[src/rtl/sprite_pkg.sv]
// Shared types and screen constants for the sprite animation engine.
package sprite_pkg;

    typedef enum logic [1:0] {
        ANIM_LOOP     = 2'b00,
        ANIM_PINGPONG = 2'b01,
        ANIM_ONESHOT  = 2'b10
    } anim_mode_t;

    typedef enum logic {
        DIR_UP   = 1'b0,
        DIR_DOWN = 1'b1
    } anim_dir_t;

    localparam int SCREEN_W = 640;
    localparam int SCREEN_H = 480;

endpackage

[src/rtl/sprite_anim_seq.sv]
// Frame-rate tick synchroniser and animation frame sequencer (loop / ping-pong / one-shot).
module sprite_anim_seq
    import sprite_pkg::*;
#(
    parameter int MAX_FRAMES = 4,
    parameter int HOLD_W     = 6,
    parameter int ADDR_W     = 14,
    localparam int FRAME_W   = $clog2(MAX_FRAMES)
) (
    input  logic               vga_clk,
    input  logic               reset_n,
    input  logic               frame_clk,
    input  logic [3:0]         anim_id,
    input  logic [FRAME_W:0]   anim_len,
    input  logic [HOLD_W-1:0]  anim_hold,
    input  logic [1:0]         anim_mode,
    input  logic [ADDR_W-1:0]  anim_base,
    output logic [FRAME_W-1:0] frame_num,
    output logic               anim_done,
    output logic [ADDR_W-1:0]  base_q
);

    logic [2:0]         sync_q;
    logic               tick;
    logic [3:0]         cur_id;
    logic [FRAME_W-1:0] last_q;
    logic [HOLD_W-1:0]  hold_m1_q;
    logic [HOLD_W-1:0]  hold_cnt;
    logic [1:0]         mode_q;
    anim_dir_t          dir;

    logic [FRAME_W-1:0] len_m1;
    logic [HOLD_W-1:0]  hold_m1;

    // Clamp the descriptor once, at latch time, so the stepping logic sees legal values only.
    always_comb begin
        len_m1 = '0;
        if (anim_len > (FRAME_W+1)'(MAX_FRAMES))
            len_m1 = FRAME_W'(MAX_FRAMES - 1);
        else if (anim_len != '0)
            len_m1 = FRAME_W'(anim_len - 1'b1);
        hold_m1 = (anim_hold == '0) ? '0 : anim_hold - 1'b1;
    end

    always_ff @(posedge vga_clk or negedge reset_n) begin
        if (!reset_n) begin
            sync_q    <= '0;
            tick      <= 1'b0;
            cur_id    <= '0;
            last_q    <= '0;
            hold_m1_q <= '0;
            hold_cnt  <= '0;
            mode_q    <= ANIM_LOOP;
            base_q    <= '0;
            frame_num <= '0;
            anim_done <= 1'b0;
            dir       <= DIR_UP;
        end else begin
            sync_q <= {sync_q[1:0], frame_clk};
            tick   <= sync_q[1] & ~sync_q[2];
            if (tick) begin
                if (anim_id != cur_id) begin
                    cur_id    <= anim_id;
                    last_q    <= len_m1;
                    hold_m1_q <= hold_m1;
                    mode_q    <= anim_mode;
                    base_q    <= anim_base;
                    frame_num <= '0;
                    hold_cnt  <= '0;
                    dir       <= DIR_UP;
                    anim_done <= 1'b0;
                end else if (hold_cnt != hold_m1_q) begin
                    hold_cnt <= hold_cnt + 1'b1;
                end else begin
                    hold_cnt <= '0;
                    case (mode_q)
                        ANIM_PINGPONG: begin
                            // End frames are shown once: bounce straight to the neighbour.
                            if (last_q == '0) begin
                                frame_num <= '0;
                            end else if (dir == DIR_UP) begin
                                if (frame_num == last_q) begin
                                    frame_num <= frame_num - 1'b1;
                                    dir       <= DIR_DOWN;
                                end else begin
                                    frame_num <= frame_num + 1'b1;
                                end
                            end else begin
                                if (frame_num == '0) begin
                                    frame_num <= FRAME_W'(1);
                                    dir       <= DIR_UP;
                                end else begin
                                    frame_num <= frame_num - 1'b1;
                                end
                            end
                        end
                        ANIM_ONESHOT: begin
                            if (frame_num == last_q) begin
                                anim_done <= 1'b1;
                            end else begin
                                frame_num <= frame_num + 1'b1;
                                anim_done <= (frame_num + 1'b1 == last_q);
                            end
                        end
                        default: begin
                            frame_num <= (frame_num == last_q) ? '0 : frame_num + 1'b1;
                        end
                    endcase
                end
            end
        end
    end

endmodule

[src/rtl/sprite_animator.sv]
// Sprite animation engine: box test, mirrored ROM addressing and transparency-keyed pixel output.
module sprite_animator
    import sprite_pkg::*;
#(
    parameter int SPR_W      = 50,
    parameter int SPR_H      = 64,
    parameter int MAX_FRAMES = 4,
    parameter int HOLD_W     = 6,
    parameter int IDX_W      = 3,
    parameter int KEY_IDX    = 0,
    parameter int ADDR_W     = $clog2(MAX_FRAMES*SPR_W*SPR_H),
    localparam int FRAME_W   = $clog2(MAX_FRAMES)
) (
    input  logic               vga_clk,
    input  logic               reset_n,
    input  logic               frame_clk,
    input  logic [3:0]         anim_id,
    input  logic [FRAME_W:0]   anim_len,
    input  logic [HOLD_W-1:0]  anim_hold,
    input  logic [1:0]         anim_mode,
    input  logic [ADDR_W-1:0]  anim_base,
    input  logic               mirror,
    input  logic [9:0]         pos_x,
    input  logic [9:0]         pos_y,
    input  logic [9:0]         draw_x,
    input  logic [9:0]         draw_y,
    input  logic               blank,
    output logic [ADDR_W-1:0]  rom_addr,
    input  logic [IDX_W-1:0]   rom_q,
    output logic               pix_on,
    output logic [IDX_W-1:0]   pix_idx,
    output logic [FRAME_W-1:0] frame_num,
    output logic               anim_done
);

    localparam int FRAME_SZ = SPR_W * SPR_H;

    logic [ADDR_W-1:0] base_q;

    sprite_anim_seq #(
        .MAX_FRAMES (MAX_FRAMES),
        .HOLD_W     (HOLD_W),
        .ADDR_W     (ADDR_W)
    ) u_seq (
        .vga_clk   (vga_clk),
        .reset_n   (reset_n),
        .frame_clk (frame_clk),
        .anim_id   (anim_id),
        .anim_len  (anim_len),
        .anim_hold (anim_hold),
        .anim_mode (anim_mode),
        .anim_base (anim_base),
        .frame_num (frame_num),
        .anim_done (anim_done),
        .base_q    (base_q)
    );

    // Offsets are 11-bit two's complement so sprites near the screen edge never wrap into the box.
    logic [10:0]       x_off;
    logic [10:0]       y_off;
    logic [10:0]       x_m;
    logic              in_box;
    logic [ADDR_W-1:0] addr_n;

    always_comb begin
        x_off  = {1'b0, draw_x} - {1'b0, pos_x} + 11'(SPR_W / 2);
        y_off  = {1'b0, draw_y} - {1'b0, pos_y} + 11'(SPR_H / 2);
        in_box = !x_off[10] && (x_off < 11'(SPR_W)) &&
                 !y_off[10] && (y_off < 11'(SPR_H));
        x_m    = mirror ? 11'(SPR_W - 1) - x_off : x_off;
        addr_n = base_q
               + ADDR_W'(frame_num) * ADDR_W'(FRAME_SZ)
               + ADDR_W'(y_off) * ADDR_W'(SPR_W)
               + ADDR_W'(x_m);
    end

    logic in_box_r, blank_r;
    logic in_box_q, blank_q;
    logic opaque;

    assign opaque = in_box_q & blank_q & (rom_q != IDX_W'(KEY_IDX));

    always_ff @(posedge vga_clk or negedge reset_n) begin
        if (!reset_n) begin
            rom_addr <= '0;
            in_box_r <= 1'b0;
            blank_r  <= 1'b0;
            in_box_q <= 1'b0;
            blank_q  <= 1'b0;
            pix_on   <= 1'b0;
            pix_idx  <= '0;
        end else begin
            rom_addr <= in_box ? addr_n : '0;
            in_box_r <= in_box;
            blank_r  <= blank;
            // Second copy lines the box/blank flags up with rom_q from the synchronous ROM.
            in_box_q <= in_box_r;
            blank_q  <= blank_r;
            pix_on   <= opaque;
            pix_idx  <= opaque ? rom_q : '0;
        end
    end

endmodule

[config.mk]
export PLATFORM = sky130hd
export DESIGN_NAME = sprite_animator
export DESIGN_NICKNAME = d
export VERILOG_FILES = /design/src/rtl/sprite_pkg.sv /design/src/rtl/sprite_anim_seq.sv /design/src/rtl/sprite_animator.sv
export SDC_FILE = /design/constraint.sdc
export NUM_CORES = 1
export LEC_CHECK = 0
export ABC_CLOCK_PERIOD_IN_PS = 6600
export CORE_MARGIN = 4
export CORE_UTILIZATION = 59
export DETAILED_ROUTE_END_ITERATION = 8
export GPL_TIMING_DRIVEN = 0
export HOLD_SLACK_MARGIN = 0.03
export PLACE_DENSITY = 0.92
export SYNTH_ARGS = -nofsm -noshare
export SYNTH_HDL_FRONTEND = slang
export SYNTH_SLANG_ARGS = --single-unit
[constraint.sdc]
create_clock -name vga_clk -period 6.6 [get_ports vga_clk]
set_clock_uncertainty 0.05 [all_clocks]
set_input_delay 1.32 -clock vga_clk [delete_from_list [all_inputs] [get_ports vga_clk]]
set_output_delay 1.32 -clock vga_clk [all_outputs]
set_load 0.005 [all_outputs]
### Yosys cells after proc, flatten, opt, wreduce, memory -nomap -nowiden

Index checks and enable logic that the tools add are counted.

| word-level totals | value |
|---|---|
| bits in latches | 0 |
| bits in registers | 64 |
| output and inout port bits | 21 |
| input bits | 77 |
| bits in writable memories | 0 |
| memories kept | 0 |
| ROM bits | 0 |

| operators by class | value |
|---|---|
| reduce and logical (&&, ||, !) cells | 16 |
| eq/ne operators | 9 |
| multipliers | 2 |
| shifts and indexed selects | 0 |
| $lt $le $gt $ge | 3 |
| div/mod/pow operators | 0 |
| mux-type cells | 28 |
| bitwise logic cells | 4 |
| add/sub/neg operators | 13 |

Operators with widths:

| cell | count |
|---|---|
| 14-bit adder | 2 |
| 10-bit by 10-bit subtractor with 11-bit output | 2 |
| 2-bit two-way mux | 10 |
| 6-bit two-way mux | 3 |
| 14-bit by 11-bit adder with 14-bit output | 1 |
| 14-bit two-way mux | 1 |
| 11-bit by 5-bit multiplier with 13-bit output (second input constant) | 1 |
| 11-bit by 5-bit adder with 11-bit output (second input constant) | 1 |
| 11-bit by 6-bit adder with 11-bit output (second input constant) | 1 |
| 11-bit by 6-bit < comparator with 1-bit output (second input constant) | 1 |
| 11-bit by 7-bit < comparator with 1-bit output (second input constant) | 1 |
| 1-bit two-way mux | 11 |
| 11-bit two-way mux | 1 |
| 6-bit by 11-bit subtractor with 11-bit output (first input constant) | 1 |
| 2-bit by 5-bit multiplier with 7-bit output (second input constant) | 1 |
| 6-bit by 1-bit adder with 6-bit output (second input constant) | 1 |
| 6-bit logical NOT | 1 |
| 6-bit inequality test | 1 |
| 3-bit AND reduction | 2 |
| 3-bit nonzero test | 2 |
| 6-bit by 1-bit subtractor with 6-bit output (second input constant) | 1 |
| 2-bit equality test | 2 |
| 2-bit logical NOT | 2 |
| 2-bit by 1-bit inequality test with 1-bit output (second input constant) | 2 |
| 16 further kinds | 23 |

### Logic depth before layout (Yosys ltp)

| depth | value |
|---|---|
| depth after elaboration | 7 |
| gate-level depth with buffers | 31 |
| mapped depth without buffers | 31 |

### Cells and area by module

Synthesis repeated with hierarchy kept, for this count alone.

| second synthesis, totals | value |
|---|---|
| cell total of the unflattened synthesis | 614 |
| area, all modules | 6037.0 um2 |

By module, submodules not included:

| module | times used | area each (um2) | cells an instance | seq. area each (um2) |
|---|---|---|---|---|
| sprite_animator | 1 | 3918.8 | 436 | 550.5 |
| sprite_anim_seq | 1 | 2118.3 | 178 | 1051.0 |

### Worst setup path before layout

Ideal clock, no wire load.

| timing | value |
|---|---|
| path kind | input to register |
| start point | in pos_y[1] |
| end point | reg rom_addr[13] |
| data arrival time | 6752 ps |
| cell stages on the path | 30 |
| slack | -323 ps |
| library setup time | 120 ps |
| required time | 6430 ps |
| cells stage by stage | inv_1 > ha_1 > ha_1 > inv_1 > fa_1 > nor2b_1 > o21ai_0 > a21boi_0 > o21a_1 > nor2_1 > xor2_1 > inv_1 > ha_1 > ha_1 > inv_1 > fa_1 > inv_1 > ha_1 > a21oi_1 > o21ai_0 > xnor2_1 > fa_1 > inv_1 > ha_1 > xor2_1 > xnor2_1 > xnor2_1 > xnor3_1 > xnor2_1 > nor2b_1 |

| between the ends | value |
|---|---|
| cells in the longest elaborated chain, start to end | 6 |
| elaborated cells on any way between the ends | 10 |
| classes of those cells | 4 x add/sub; 1 x mul; 1 x order compare; 1 x mux; 3 x reduce/logical |

RTL lines:

| what | RTL line | source |
|---|---|---|
| from (decl) | sprite_animator.sv:24 | `input logic [9:0] pos_y,` |
| 10-bit by 10-bit subtractor with 11-bit output (*) | sprite_animator.sv:67 | `y_off = {1'b0, draw_y} - {1'b0, pos_y} + 11'(SPR_H / 2);` |
| 11-bit by 6-bit adder with 11-bit output (*) | sprite_animator.sv:67 |  |
| 11-bit by 5-bit multiplier with 13-bit output / 1-bit logical NOT (equally long branches) | sprite_animator.sv:73, sprite_animator.sv:69 |  |
| 14-bit adder / 1-bit logical AND (equally long branches) | sprite_animator.sv:73, sprite_animator.sv:68 |  |
| 14-bit by 11-bit adder with 14-bit output / 1-bit logical AND (equally long branches) | sprite_animator.sv:74, sprite_animator.sv:69 |  |
| 14-bit two-way mux (*) | sprite_animator.sv:93 | `rom_addr <= in_box ? addr_n : '0;` |
| to (signal assigned) | sprite_animator.sv:93 |  |
| to (decl) | sprite_animator.sv:28 | `output logic [ADDR_W-1:0] rom_addr,` |

Mark *: on every way between the ends. The rest lies on a longest branch, timed or not.
A chain may end at the register's enable or synchronous reset.

### Worst setup path after layout

| timing | value |
|---|---|
| start point | in draw_y[0] |
| end point | reg rom_addr[13] |

| between the ends | value |
|---|---|
| cells in the longest elaborated chain, start to end | 6 |
| elaborated cells on any way between the ends | 10 |
| classes of those cells | 4 x add/sub; 1 x mul; 1 x order compare; 1 x mux; 3 x reduce/logical |

RTL lines:

| what | RTL line | source |
|---|---|---|
| from (decl) | sprite_animator.sv:26 | `input logic [9:0] draw_y,` |
| 10-bit by 10-bit subtractor with 11-bit output (*) | sprite_animator.sv:67 |  |
| 11-bit by 6-bit adder with 11-bit output (*) | sprite_animator.sv:67 |  |
| 11-bit by 5-bit multiplier with 13-bit output / 1-bit logical NOT (equally long branches) | sprite_animator.sv:73, sprite_animator.sv:69 |  |
| 14-bit adder / 1-bit logical AND (equally long branches) | sprite_animator.sv:73, sprite_animator.sv:68 |  |
| 14-bit by 11-bit adder with 14-bit output / 1-bit logical AND (equally long branches) | sprite_animator.sv:74, sprite_animator.sv:69 |  |
| 14-bit two-way mux (*) | sprite_animator.sv:93 |  |

Marked as above.

==> impl_results.md <==
* TritonCTS clock tree: built
* First-pass GRT wire length at 25,800 microns
* Iter 0 DRT Violations at 553
* HP Start: blank_r$_DFF_PN0_
* Vias at 5,651
* Post-Syn Instances at 631
* Failing checks: negative setup slack
* Crit path largest cell delay at 520 ps
* Synthesized Nets at 830
* H-tree Lvls at 3
* Critical Path Sink Type: flip-flop
* R2R Path End: rom_addr[12]$_DFF_PN0_
* Final min period at 6880 ps
* Worst EP required at 6790 ps
* Slew headroom at 45.5%
* Site row count at 36
* Setup TNS at -461 ps
* Fin worst setup slack at -278 ps
* WL per Instance at 21.7 microns
* WL final at 19,600 microns
* Top Ports at 98
* Die ar. at 11,800 sq um
* Final period utilization at 104%
* Status: finished, violations left
* Placeable Area at 9820 sq um
* Die X at 109 microns
* Nets at 963
* Maximum number of pins on one net before global-route repair at 39
* # Max-Cap Violations at 0
* Worst skew pair latency at 350 ps
* Area Overhead vs Synth at 38.0%
* Endpoints failing hold at 0
* Finished Core Util at 84.1%
* Num Clock Sinks at 64
* Critical path arrival at 7070 ps
* R2R depth at 12
* DRC violations left at 0
* Post-Syn Area at 5990 sq um
* # port buffers at 96
* HP Class: flip-flop to flip-flop
* Layout cells sized above 1 at 22.0%
* Flops & latches, synth at 64
* Unrepaired setup endpoints after global routing: yes
* Diode count at 0
* WHS Path Cells at 0
* Synth cell types at 62
* Yosys warning total at 0
* Crit path kind: primary input to flip-flop
* DP HPWL at 10,900 microns
* Max-slew violations at 0
* Sequential area share after synthesis at 26.7%
* Final RePlAce weighted congestion at 0.848
* Synth Flop Type: dfrtp_1
* CP max stage cell: fa_2
* Via density at 6.26
* Hold Path End: blank_q$_DFF_PN0_
* Clk slew on worst S/H paths at 80 ps
* Post-synth ARST share at 100%
* Number of global-route vias before repair at 5,675
* DRT Pass-1 Iters at 5
* CP startpoint kind: primary input
* CP Max Fanout at 5
* Worst r2r src: u_seq.base_q[2]$_DFFE_PN0P_
* Syn avg cell area at 9.49 sq um
* Most frequent cells in the layout: 90 x inv_1, 83 x clkdlybuf4s50_1, 70 x ha_1
* Most common cell after layout, fill and taps aside: inv_1
* Deepest clock path buffer count at 2
* Reg2Reg Setup Slack at 3050 ps
* TritonCTS Buffers at 9
* Root buffer cell: clkbuf_8
* Starting Density at 61.0%
* Initial antenna violation count at 0
* Post-route ant nets at 0
* Die H at 109 microns
* Number of flops mapped to enable cells by yosys at 0
* Final setup viols at 3
* Worst Tran Pin Value at 811 ps
* Overflow after GRT at 0
* Total Routing Usage GR at 27.7%
* Peak Freq at 145 MHz
[logic make-up (layout without fill, tap and decap cells)]
group	count (synthesis)	count (layout)	share of synthesized area, %
DFF	64	64	26.7
xor gates and xnor gates	53	53	8.29
buffers and inverters	116	254	7.39
adders and majority gates	122	122	28.4
and+or+nand+nor	138	138	12.2
AOI/OAI and AO/OA	114	114	12.6
muxes	24	24	4.43
[critical path, delay by kind of cell]
family / cells / cell delay, ps
xor+xnor: 2 / 440
simple gates: 5 / 700
fa+ha+maj: 10 / 3250
buf+inv: 8 / 600
compound gates: 4 / 770
[sequential cells by signal (all words and copies together) (netlist names)]
register	count
in_box_q	1
u_seq.base_q	14
in_box_r	1
u_seq.hold_m1_q	6
u_seq.hold_cnt	6
pix_idx	3
u_seq.sync_q	3
blank_r	1
u_seq.mode_q	2
u_seq.tick	1
rom_addr	14
u_seq.cur_id	4
u_seq.frame_num	2
blank_q	1
pix_on	1
u_seq.anim_done	1
u_seq.dir	1
u_seq.last_q	2
[repair_timing]
| action | CTS | global route |
|---|---|---|
| resized for setup | 71 | 75 |
| hold buffers | 0 | 0 |
| gates cloned | 0 | 0 |
| buffers inserted | 15 | 11 |
| endpoints found under the setup margin | 5 | 5 |
| pin swaps | 48 | 47 |
[cells in the mapped netlist (5+ instances only)]
| cell type | number | share of area [%] |
|---|---|---|
| inv_1 | 109 | 6.8 |
| ha_1 | 99 | 21 |
| dfrtp_1 | 64 | 27 |
| nor2_1 | 34 | 2.1 |
| nand2_1 | 33 | 2.1 |
| o21ai_0 | 30 | 2.5 |
| xnor2_1 | 30 | 4.4 |
| a21oi_1 | 26 | 2.2 |
| fa_1 | 23 | 7.7 |
| xor2_1 | 21 | 3.1 |
| mux2_2 | 20 | 3.8 |
| nor2b_1 | 13 | 1.4 |
| a21o_1 | 9 | 1.1 |
| nand3_1 | 9 | 0.75 |
| o21a_1 | 9 | 1.1 |
| and2_1 | 8 | 0.84 |
| o31ai_1 | 7 | 0.88 |
| nor3b_1 | 6 | 0.75 |
| nand2b_1 | 5 | 0.52 |
| nor3_1 | 5 | 0.42 |
[worst max path at each step]
stage,start,to,slack (ps),cells after the start
after floorplan,pos_y[1],rom_addr[13]$_DFF_PN0_,10,30
after global placement,pos_y[2],rom_addr[13]$_DFF_PN0_,-900,25
after detailed placement,pos_y[2],rom_addr[13]$_DFF_PN0_,-1020,25
after CTS,draw_y[1],rom_addr[13]$_DFF_PN0_,4,20
after global routing,draw_y[0],rom_addr[13]$_DFF_PN0_,-320,29
final,draw_y[0],rom_addr[13]$_DFF_PN0_,-280,29
[per-layer routing]
| layer | track usage [%] | vias to the layer above | share of wire, % |
|---|---|---|---|
| met5 | 0 | - | 0 |
| met4 | 14.1 | 0 | 8.6 |
| met3 | 4.20 | 174 | 6.3 |
| met2 | 52.1 | 372 | 50 |
| met1 | 30.0 | 2704 | 35 |
| li1 | - | 2401 | - |
[stage by stage]
stage	setup slack, ps	hold slack (ps)	cell area, sq um	cells
floorplan	12.1	281	6040	631
global placement	-897	283	7170	860
detailed placement	-1020	285	7180	861
CTS	3.84	309	7870	892
global route	-318	323	8260	902
finish	-278	305	8260	902
[layout make-up]
| class | count | area, sq um |
|---|---|---|
| multi-input cells | 451 | 4630 |
| plain buffers | 7 | 33.8 |
| well taps | 133 | 166 |
| flip-flops and latches | 64 | 1600 |
| fillers | 462 | 1560 |
| clock buffers | 10 | 138 |
| inverters | 109 | 414 |
| clock inverters | 6 | 114 |
| repair buffers | 122 | 1160 |
Power is not shown: default switching activity piles up to over one toggle a cycle in this logic, so the estimate is an artifact.
